File: src/rtl/dcpu16_defs.sv
// Shared DCPU16 memory-bus definitions: arbiter state encodings, grant
// constants, the error read-data word and the arbitration helper.
package dcpu16_defs;

   typedef enum logic [1:0] {
      MBUS_IDLE    = 2'd0,
      MBUS_BUSY_FS = 2'd1,
      MBUS_BUSY_AB = 2'd2
   } mbus_state_e;

   localparam logic [1:0]  GNT_FS          = 2'b01;
   localparam logic [1:0]  GNT_AB          = 2'b10;
   localparam logic [15:0] DCPU16_ERR_DATA = 16'hFFFF;

   // AB wins when FS is idle, or under round-robin when FS was granted last.
   function automatic logic mbus_pick_ab(input logic fs_req, input logic ab_req,
                                         input logic last_ab, input logic rr_en);
      return ab_req && (!fs_req || (rr_en && !last_ab));
   endfunction

endpackage

File: src/rtl/dcpu16_mbus_tmo.sv
// Saturating wait-cycle counter for the memory-bus arbiter; expired_o is
// high while the count is all-ones.
module dcpu16_mbus_tmo #(
   parameter int TMO_W = 4
) (
   input  logic clk_i,
   input  logic rst_ni,
   input  logic clr_i,
   input  logic inc_i,
   output logic expired_o
);

   logic [TMO_W-1:0] cnt_q;

   assign expired_o = &cnt_q;

   always_ff @(posedge clk_i or negedge rst_ni) begin
      if (!rst_ni) begin
         cnt_q <= '0;
      end else if (clr_i) begin
         cnt_q <= '0;
      end else if (inc_i && !expired_o) begin
         cnt_q <= cnt_q + 1'b1;
      end
   end

endmodule

File: src/rtl/dcpu16_mbus_arb.sv
// Two-master (FS, AB) to one-slave memory-bus arbiter with registered slave
// requests and timeout abort. Define DCPU16_MBUS_RR_EN for round-robin.
module dcpu16_mbus_arb
   import dcpu16_defs::*;
#(
   parameter int AW    = 16,
   parameter int DW    = 16,
   parameter int TMO_W = 4
) (
   input  logic          clk,
   input  logic          rst,
   input  logic [AW-1:0] fs_adr,
   input  logic          fs_stb,
   input  logic          fs_wre,
   input  logic [DW-1:0] fs_dto,
   output logic [DW-1:0] fs_dti,
   output logic          fs_ack,
   input  logic [AW-1:0] ab_adr,
   input  logic          ab_stb,
   input  logic          ab_wre,
   input  logic [DW-1:0] ab_dto,
   output logic [DW-1:0] ab_dti,
   output logic          ab_ack,
   output logic [AW-1:0] wb_adr,
   output logic          wb_stb,
   output logic          wb_wre,
   output logic [DW-1:0] wb_dto,
   input  logic [DW-1:0] wb_dti,
   input  logic          wb_ack,
   output logic [1:0]    gnt,
   output logic          bus_err
);

`ifdef DCPU16_MBUS_RR_EN
   localparam logic RR_EN = 1'b1;
`else
   localparam logic RR_EN = 1'b0;
`endif

   localparam logic [DW-1:0] ERR_D = (DW == 16) ? DW'(DCPU16_ERR_DATA) : {DW{1'b1}};

   mbus_state_e   state_q;
   logic [AW-1:0] wb_adr_q;
   logic [DW-1:0] wb_dto_q;
   logic          wb_stb_q, wb_wre_q, bus_err_q, last_ab_q;
   logic [1:0]    gnt_q;
   logic          busy, tmo_exp, done, win_ab;

   assign busy   = (state_q != MBUS_IDLE);
   assign done   = busy && (wb_ack || tmo_exp);
   assign win_ab = mbus_pick_ab(fs_stb, ab_stb, last_ab_q, RR_EN);

   dcpu16_mbus_tmo #(.TMO_W(TMO_W)) u_tmo (
      .clk_i     (clk),
      .rst_ni    (rst),
      .clr_i     (!busy || wb_ack || tmo_exp),
      .inc_i     (busy && !wb_ack),
      .expired_o (tmo_exp)
   );

   // Ack and read data go back combinationally to the granted master only.
   assign fs_ack = done && (state_q == MBUS_BUSY_FS);
   assign ab_ack = done && (state_q == MBUS_BUSY_AB);
   assign fs_dti = fs_ack ? (wb_ack ? wb_dti : ERR_D) : '0;
   assign ab_dti = ab_ack ? (wb_ack ? wb_dti : ERR_D) : '0;

   assign wb_adr  = wb_adr_q;
   assign wb_stb  = wb_stb_q;
   assign wb_wre  = wb_wre_q;
   assign wb_dto  = wb_dto_q;
   assign gnt     = gnt_q;
   assign bus_err = bus_err_q;

   always_ff @(posedge clk or negedge rst) begin
      if (!rst) begin
         state_q   <= MBUS_IDLE;
         wb_adr_q  <= '0;
         wb_dto_q  <= '0;
         wb_stb_q  <= 1'b0;
         wb_wre_q  <= 1'b0;
         gnt_q     <= 2'b00;
         bus_err_q <= 1'b0;
         last_ab_q <= 1'b0;
      end else begin
         bus_err_q <= 1'b0;
         case (state_q)
            MBUS_IDLE: begin
               if (fs_stb || ab_stb) begin
                  wb_stb_q  <= 1'b1;
                  last_ab_q <= win_ab;
                  if (win_ab) begin
                     state_q  <= MBUS_BUSY_AB;
                     gnt_q    <= GNT_AB;
                     wb_adr_q <= ab_adr;
                     wb_wre_q <= ab_wre;
                     wb_dto_q <= ab_dto;
                  end else begin
                     state_q  <= MBUS_BUSY_FS;
                     gnt_q    <= GNT_FS;
                     wb_adr_q <= fs_adr;
                     wb_wre_q <= fs_wre;
                     wb_dto_q <= fs_dto;
                  end
               end
            end
            MBUS_BUSY_FS, MBUS_BUSY_AB: begin
               // gnt doubles as the observable FSM state.
               if (wb_ack || tmo_exp) begin
                  state_q   <= MBUS_IDLE;
                  wb_stb_q  <= 1'b0;
                  gnt_q     <= 2'b00;
                  bus_err_q <= !wb_ack;
               end
            end
            default: begin
               state_q  <= MBUS_IDLE;
               wb_stb_q <= 1'b0;
               gnt_q    <= 2'b00;
            end
         endcase
      end
   end

endmodule

File: config.mk
export PLATFORM = sky130hd
export DESIGN_NAME = dcpu16_mbus_arb
export DESIGN_NICKNAME = d
export VERILOG_FILES = /design/src/rtl/dcpu16_defs.sv /design/src/rtl/dcpu16_mbus_tmo.sv /design/src/rtl/dcpu16_mbus_arb.sv
export SDC_FILE = /design/constraint.sdc
export NUM_CORES = 1
export LEC_CHECK = 0
export CORE_ASPECT_RATIO = 0.5
export CORE_MARGIN = 10
export CORE_UTILIZATION = 35
export CTS_BUF_LIST = sky130_fd_sc_hd__clkbuf_8
export DETAILED_ROUTE_END_ITERATION = 16
export GPL_TIMING_DRIVEN = 0
export PLACE_DENSITY = 0.85
export SYNTH_ARGS = -nofsm -noshare
export SYNTH_HDL_FRONTEND = slang
export SYNTH_HIERARCHICAL = 1
export SYNTH_SLANG_ARGS = --single-unit
File: constraint.sdc
create_clock -name clk -period 2.4 [get_ports clk]
set_input_delay 0.36 -clock clk [delete_from_list [all_inputs] [get_ports clk]]
set_output_delay 0.36 -clock clk [all_outputs]
set_load 0.05 [all_outputs]
==> results.yml, run 1 <==
clock_network:
  numCtsBuffers: 5
  h-tree-depth: 2
  clk_path_buf_depth: 2
  clk_latency_ps: 300
  clockRootBuffer: "clkbuf_8"
  tritoncts: "yes"
  clk_pin_slew_ps: 80
  cts.sinks: 41
yosys:
  yosysTopAreaCellShare_pct: 41.35
  syn_avg_cell_area_um2: 9.768
  synth_edf_count: 0
  yosysWarnings: 6
  syn-instance-count: 254
  async_flop_share_pct: 100.0
  dominantRegCellSynth: "dfrtp_1"
  yosys_register_bits: 41
  syn_area_um2: 2481
  ys_seq_area_share_pct: 41.35
  synth_top_area_cell: "dfrtp_1"
  synthTopCellsByArea: "dfrtp_1 41%, a221o_1 13%, o2bb2ai_1 11%"
  synth_cell_types: 37
  synth.net_count: 345
setup_path:
  path_max_fanout: 10
  cp-startpoint: "state_q[1]"
  critPathKind: "flop to output pin"
  critPathCaptureType: "output pin"
  start_kind: "flop"
  slowest_stage: "dfrtp_1"
  critPathBufInv: 3
  timing.rr.end: "u_tmo/cnt_q[1]"
  cp.depth: 7
  reg2reg_setup_slack_ps: 470
  crit_chain: "inv_1 -> ha_1 -> buf_6 -> o21ba_4 -> nand2_4 -> nor2_1 -> clkdlybuf4s15_2"
  cpLargestDelayFamily: "buffers and inverters"
  rr_startpoint: "state_q[1]"
  critPathRequiredTime_ps: 2040
  crit_end: "fs_dti[1]"
  slowest_delay_ps: 370
  cp.arrival_ps: 1980
  reg2reg_depth: 7
drt:
  final_antenna_net_count: 0
  via_per_inst: 5.189
  firstDrtPassIters: 4
  drt-wirelength-per-cell_um: 18.86
  drc: 0
  vias: 2667
  drt_wl_total_mm: 9.694
  drtIter0Drc: 174
placed_design:
  gp_congestion: 0.8191
  hpwl_mm: 7.617
  port_buffers: 157
  place_area_um2: 4315
timing:
  slew_headroom_pct: 63.58
  finalHoldViolations: 0
  tightest_slew_ps: 544.6
  final_max_slew_viol_count: 0
  setup_viol: 0
  fin_tns_setup_ps: 0
  max_freq_ghz: 0.4273
  fin_crit_sh_pct: 97.51
  skew_ps: 4.787
  timing.final.crit_period_ps: 2340
  grt_setup_unrepaired: "yes"
global_route:
  grt_pass1_vias: 2645
  grt_pass1_wl_mm: 14.74
  grt_usage_pct: 16.02
  antenna_found_initial: 0
  overflow: 0
  grt_max_degree: 33
layout:
  diodes: 0
  post-route-util_pct: 63.99
  layout-drive-gt1-share_pct: 22.51
  area_delta_synth_final_pct: 74.84
  layout.nets: 512
  nFillCells: 557
  final_area_um2: 4338
floorplanning:
  core_um2: 6779
  dieArea_um2: 11060
  row_count: 21
  dieHeight_um: 79.54
  ioPinCount: 158
  start_util_pct: 36.60
  die_w_um: 139.1
worst_hold_path:
  hp-class: "input port to async pin"
status:
  outcome: "completed"
job:
  drv_cap: 0
power_and_ir_drop:
  p_total_w: 0.005457
  power.density_nw_per_um2: 1258
  p_leak_nw: 1.871
  ir_drop_mv: 0.5757
cell usage in the layout (no fill, tap or decap), types with 4 or more instances in the layout:
| cell | netlist | layout |
|---|---|---|
| a221o_1 | 32 | 32 |
| clkdlybuf4s50_1 | 0 | 122 |
| nor2b_1 | 17 | 17 |
| nor2_1 | 36 | 17 |
| nor2_4 | 0 | 17 |
| buf_4 | 3 | 19 |
| inv_1 | 3 | 4 |
| dfrtp_1 | 41 | 41 |
| clkbuf_8 | 0 | 5 |
| buf_6 | 5 | 6 |
| o2bb2ai_1 | 32 | 32 |
| nand2_1 | 37 | 37 |
| buf_2 | 9 | 24 |
| ha_1 | 4 | 4 |
power by group:
group          internal [W]  leakage [nW]  switching, W  total, W
logic               0.00144          1.32       0.00233   0.00377
registers           0.00100         0.506      0.000239   0.00124
clock network      0.000198        0.0491      0.000249  0.000446
total               0.00264          1.87       0.00282   0.00546
Yosys cell counts, types with 3 or more instances:
| cell | count |
|---|---|
| nor2_1 | 36 |
| dfrtp_1 | 41 |
| inv_1 | 3 |
| nand2_1 | 37 |
| nand2b_1 | 3 |
| nor2b_1 | 17 |
| o2bb2ai_1 | 32 |
| a221o_1 | 32 |
| buf_6 | 5 |
| buf_8 | 3 |
| buf_4 | 3 |
| buf_2 | 9 |
| ha_1 | 4 |
what timing repair did:
action                                 4_1_cts  5_1_grt
endpoints found under the hold margin        9        0
hold buffers                                 1        0
buffers inserted                             1        0
resized for setup                          177       19
pin swaps                                    0        0
setup endpoints to repair                   34       29
stage by stage:
stage,setup WS (ps),instances,hold WS (ps)
floorplan,-130.3,254,64.41
global placement,-396.7,503,492.4
detailed placement,-399.7,504,249.9
CTS,-8.739,514,459.8
global route,-12.68,514,489.6
finish,59.67,514,469.5
kinds of logic after synthesis:
group	Yosys count	synth area share, %
adders and majority gates	4	2.017
and+or+nand+nor	106	20.57
AOI/OAI and AO/OA	74	27.18
muxes	2	1.008
buffers and inverters	27	7.867
DFF	41	41.35
state kept, by name, indices dropped and copies added, names as in the netlist:
name	flops
u_tmo/cnt_q	4
wb_wre	1
bus_err	1
state_q	2
wb_adr	16
wb_dto	16
wb_stb	1
metal layers:
layer | vias to the layer above | track usage, % | wire, um
met5 | - | 0 | 0
li1 | 1264 | - | -
met4 | 0 | 3.623 | 60
met3 | 6 | 3.682 | 616
met1 | 1292 | 19.11 | 4126
met2 | 105 | 28.98 | 4891
how the worst min path moves through the flow:
| stage | end | slack [ps] | startpoint | cells after the start |
|---|---|---|---|---|
| after floorplan | bus_err | 60 | rst | 0 |
| after global placement | wb_stb | 490 | wb_stb | 1 |
| after detailed placement | wb_adr[12] | 250 | rst | 1 |
| after CTS | state_q[0] | 460 | rst | 2 |
| after global routing | state_q[0] | 490 | rst | 2 |
| final | state_q[0] | 470 | rst | 2 |
area by class of cell:
class / instances / area (um^2) / area share [%]
Clock buffer: 5 / 68.82 / 1.586
Multi-Input combinational cell: 186 / 1403 / 32.33
Timing Repair Buffer: 160 / 1499 / 34.55
Clock inverter: 3 / 13.76 / 0.3173
Buffer: 22 / 193.9 / 4.471
Tap cell: 92 / 115.1 / 2.654
Sequential cell: 41 / 1026 / 23.65
Inverter: 5 / 18.77 / 0.4327
(Power assumes the default switching activity.)
==> inputs of run 2 (changes only) <==
--- a/config.mk
+++ b/config.mk
@@ -9,6 +9,7 @@
 export CORE_MARGIN = 10
 export CORE_UTILIZATION = 35
 export CTS_BUF_LIST = sky130_fd_sc_hd__clkbuf_8
+export CTS_CLUSTER_SIZE = 24
 export DETAILED_ROUTE_END_ITERATION = 16
 export GPL_TIMING_DRIVEN = 0
 export PLACE_DENSITY = 0.85
==> results of run 2 <==
No change in the layout: final DEF, timing and power equal those of run 1.
==> inputs of run 3 (changes only) <==
--- a/config.mk
+++ b/config.mk
@@ -6,7 +6,7 @@
 export NUM_CORES = 1
 export LEC_CHECK = 0
 export CORE_ASPECT_RATIO = 0.5
-export CORE_MARGIN = 10
+export CORE_MARGIN = 1.5
 export CORE_UTILIZATION = 35
 export CTS_BUF_LIST = sky130_fd_sc_hd__clkbuf_8
 export CTS_CLUSTER_SIZE = 24
==> run 3 against run 2 <==
Against the previous run: power is 0.49% lower; worst setup slack better by 27 ps; cell area is 0.58% higher; fmax is 1.2% higher; count of clock-buffer cells in the layout stayed put; highest routed layer unchanged; non-clock buffer count stayed put; wire length is 15% lower; register-to-register slack hardly changed; largest power group unchanged.
==> results.yml, run 3 (same netlist as run 1, synthesis figures left out) <==
setup_path:
  slowest_stage: "dfrtp_1"
  cp-startpoint: "u_tmo/cnt_q[0]"
  cp.depth: 7
  crit_chain: "ha_1 -> and3_4 -> o21ba_4 -> nand2_4 -> buf_12 -> nor2_4 -> buf_4"
  path_max_fanout: 10
  critPathRequiredTime_ps: 2040
  reg2reg_depth: 8
  cp.arrival_ps: 1950
  rr_startpoint: "state_q[0]"
  critPathBufInv: 2
  reg2reg_setup_slack_ps: 470
  crit_end: "fs_dti[7]"
  timing.rr.end: "u_tmo/cnt_q[3]"
  critPathKind: "flop to output pin"
  slowest_delay_ps: 420
  start_kind: "flop"
  cpLargestDelayFamily: "flip-flops"
  critPathCaptureType: "output pin"
power_and_ir_drop:
  p_leak_nw: 1.876
  ir_drop_mv: 0.7103
  power.density_nw_per_um2: 1245
  p_total_w: 0.005430
layout:
  final_common_cell: "clkdlybuf4s50_1"
  nFillCells: 563
  final_cell_mix: "122 x clkdlybuf4s50_1, 41 x dfrtp_1, 37 x nand2_1"
  diodes: 0
  layout-drive-gt1-share_pct: 22.75
  post-route-util_pct: 64.36
  instances_no_fill: 514
  final_area_um2: 4363
  area_delta_synth_final_pct: 75.84
  layout.nets: 512
clock_network:
  h-tree-depth: 2
  clk_path_buf_depth: 2
  tritoncts: "yes"
  clk_pin_slew_ps: 80
  cts.sinks: 41
  clk_latency_ps: 290
  clockRootBuffer: "clkbuf_8"
  numCtsBuffers: 5
status:
  outcome: "completed"
global_route:
  grt_usage_pct: 21.59
  grtUsageMet1_pct: 27.52
  grt_use_met3_pct: 4.288
  antenna_found_initial: 0
  busiest_layer: "met2"
  grt_pass1_wl_mm: 13.13
  grt_use_met2_pct: 37.22
  grt_max_degree: 27
  overflow: 0
  grt_pass1_vias: 2549
floorplanning:
  core_um2: 6779
  dieHeight_um: 62.54
  start_util_pct: 36.60
  ioPinCount: 158
  dieArea_um2: 7634
  die_w_um: 122.1
  row_count: 21
timing:
  skew_ps: 6.952
  final_max_slew_viol_count: 0
  finalHoldViolations: 0
  fin_tns_setup_ps: 0
  tightest_slew_ps: 542.0
  timing.final.crit_period_ps: 2313
  max_freq_ghz: 0.4323
  grt_setup_unrepaired: "no"
  fin_crit_sh_pct: 96.38
  slew_headroom_pct: 63.75
  setup_viol: 0
placed_design:
  dp.cells: 504
  hpwl_mm: 6.335
  port_buffers: 157
  gp_congestion: 0.7643
  place_area_um2: 4315
drt:
  drtIter0Drc: 158
  via_per_inst: 5.167
  drc: 0
  drt_wl_total_mm: 8.258
  drt-wirelength-per-cell_um: 16.07
  vias: 2656
  firstDrtPassIters: 4
  final_antenna_net_count: 0
worst_hold_path:
  hold_depth: 1
  hp-class: "flop to flop"
job:
  drv_cap: 0
run 3: changes by cell type in the layout (fill, tap and decap cells not counted), sizes merged:
cell	change
clkdlybuf4s15	-1
buf	+1
run 3: routing by layer:
layer | wire [um] | up-vias
li1 | - | 1266
met2 | 4036 | 100
met4 | 147 | 0
met3 | 555 | 14
met5 | 0 | -
met1 | 3518 | 1276
run 3: area by class of cell:
cell class | count | area [um^2] | share of cell area [%]
buffer | 22 | 193.9 | 4.445
clock buffer | 5 | 68.82 | 1.577
clock inverter | 3 | 13.76 | 0.3155
inverter | 5 | 18.77 | 0.4302
multi-input combinational | 186 | 1405 | 32.21
sequential | 41 | 1026 | 23.52
tap | 92 | 115.1 | 2.638
timing repair buffer | 160 | 1521 | 34.87
run 3: how the worst min path moves through the flow:
stage          startpoint    endpoint  slack (ps)
5_1_grt            wb_stb      wb_stb         550
2_1_floorplan         rst     bus_err          60
6_report           wb_stb      wb_stb         500
3_3_place_gp       wb_stb      wb_stb         470
4_1_cts            wb_stb      wb_stb         500
3_5_place_dp          rst  wb_adr[15]         310
run 3: per-stage QoR:
| step | hold slack, ps | setup slack (ps) |
|---|---|---|
| after floorplan | 64.41 | -130.3 |
| after global placement | 472.0 | -339.8 |
| after detailed placement | 307.6 | -370.8 |
| after CTS | 498.0 | -126.3 |
| after global routing | 548.3 | 5.136 |
| final | 502.2 | 86.88 |
run 3: repair_timing:
item                                    in CTS  in global routing
pin swaps                                    0                  0
endpoints found under the setup margin      34                 33
setup buffers                                0                  1
endpoints found under the hold margin       15                  0
hold buffers                                 1                  0
resized for setup                          174                 34
run 3: worst register-to-register path, delay by kind of cell (launching register included):
kind | cells | cell delay (ps)
flip-flops | 1 | 390
AND/OR/NAND/NOR | 3 | 690
AO/OA/AOI/OAI | 1 | 140
adder cells (fa/ha/maj) | 1 | 220
buffers and inverters | 3 | 430
run 3: power breakdown:
group	internal, W	switching (W)	total [W]	leakage, nW
clock network	0.000197	0.000230	0.000427	0.0491
registers	0.00100	0.000251	0.00125	0.506
logic	0.00145	0.00230	0.00375	1.32
total	0.00265	0.00278	0.00543	1.88
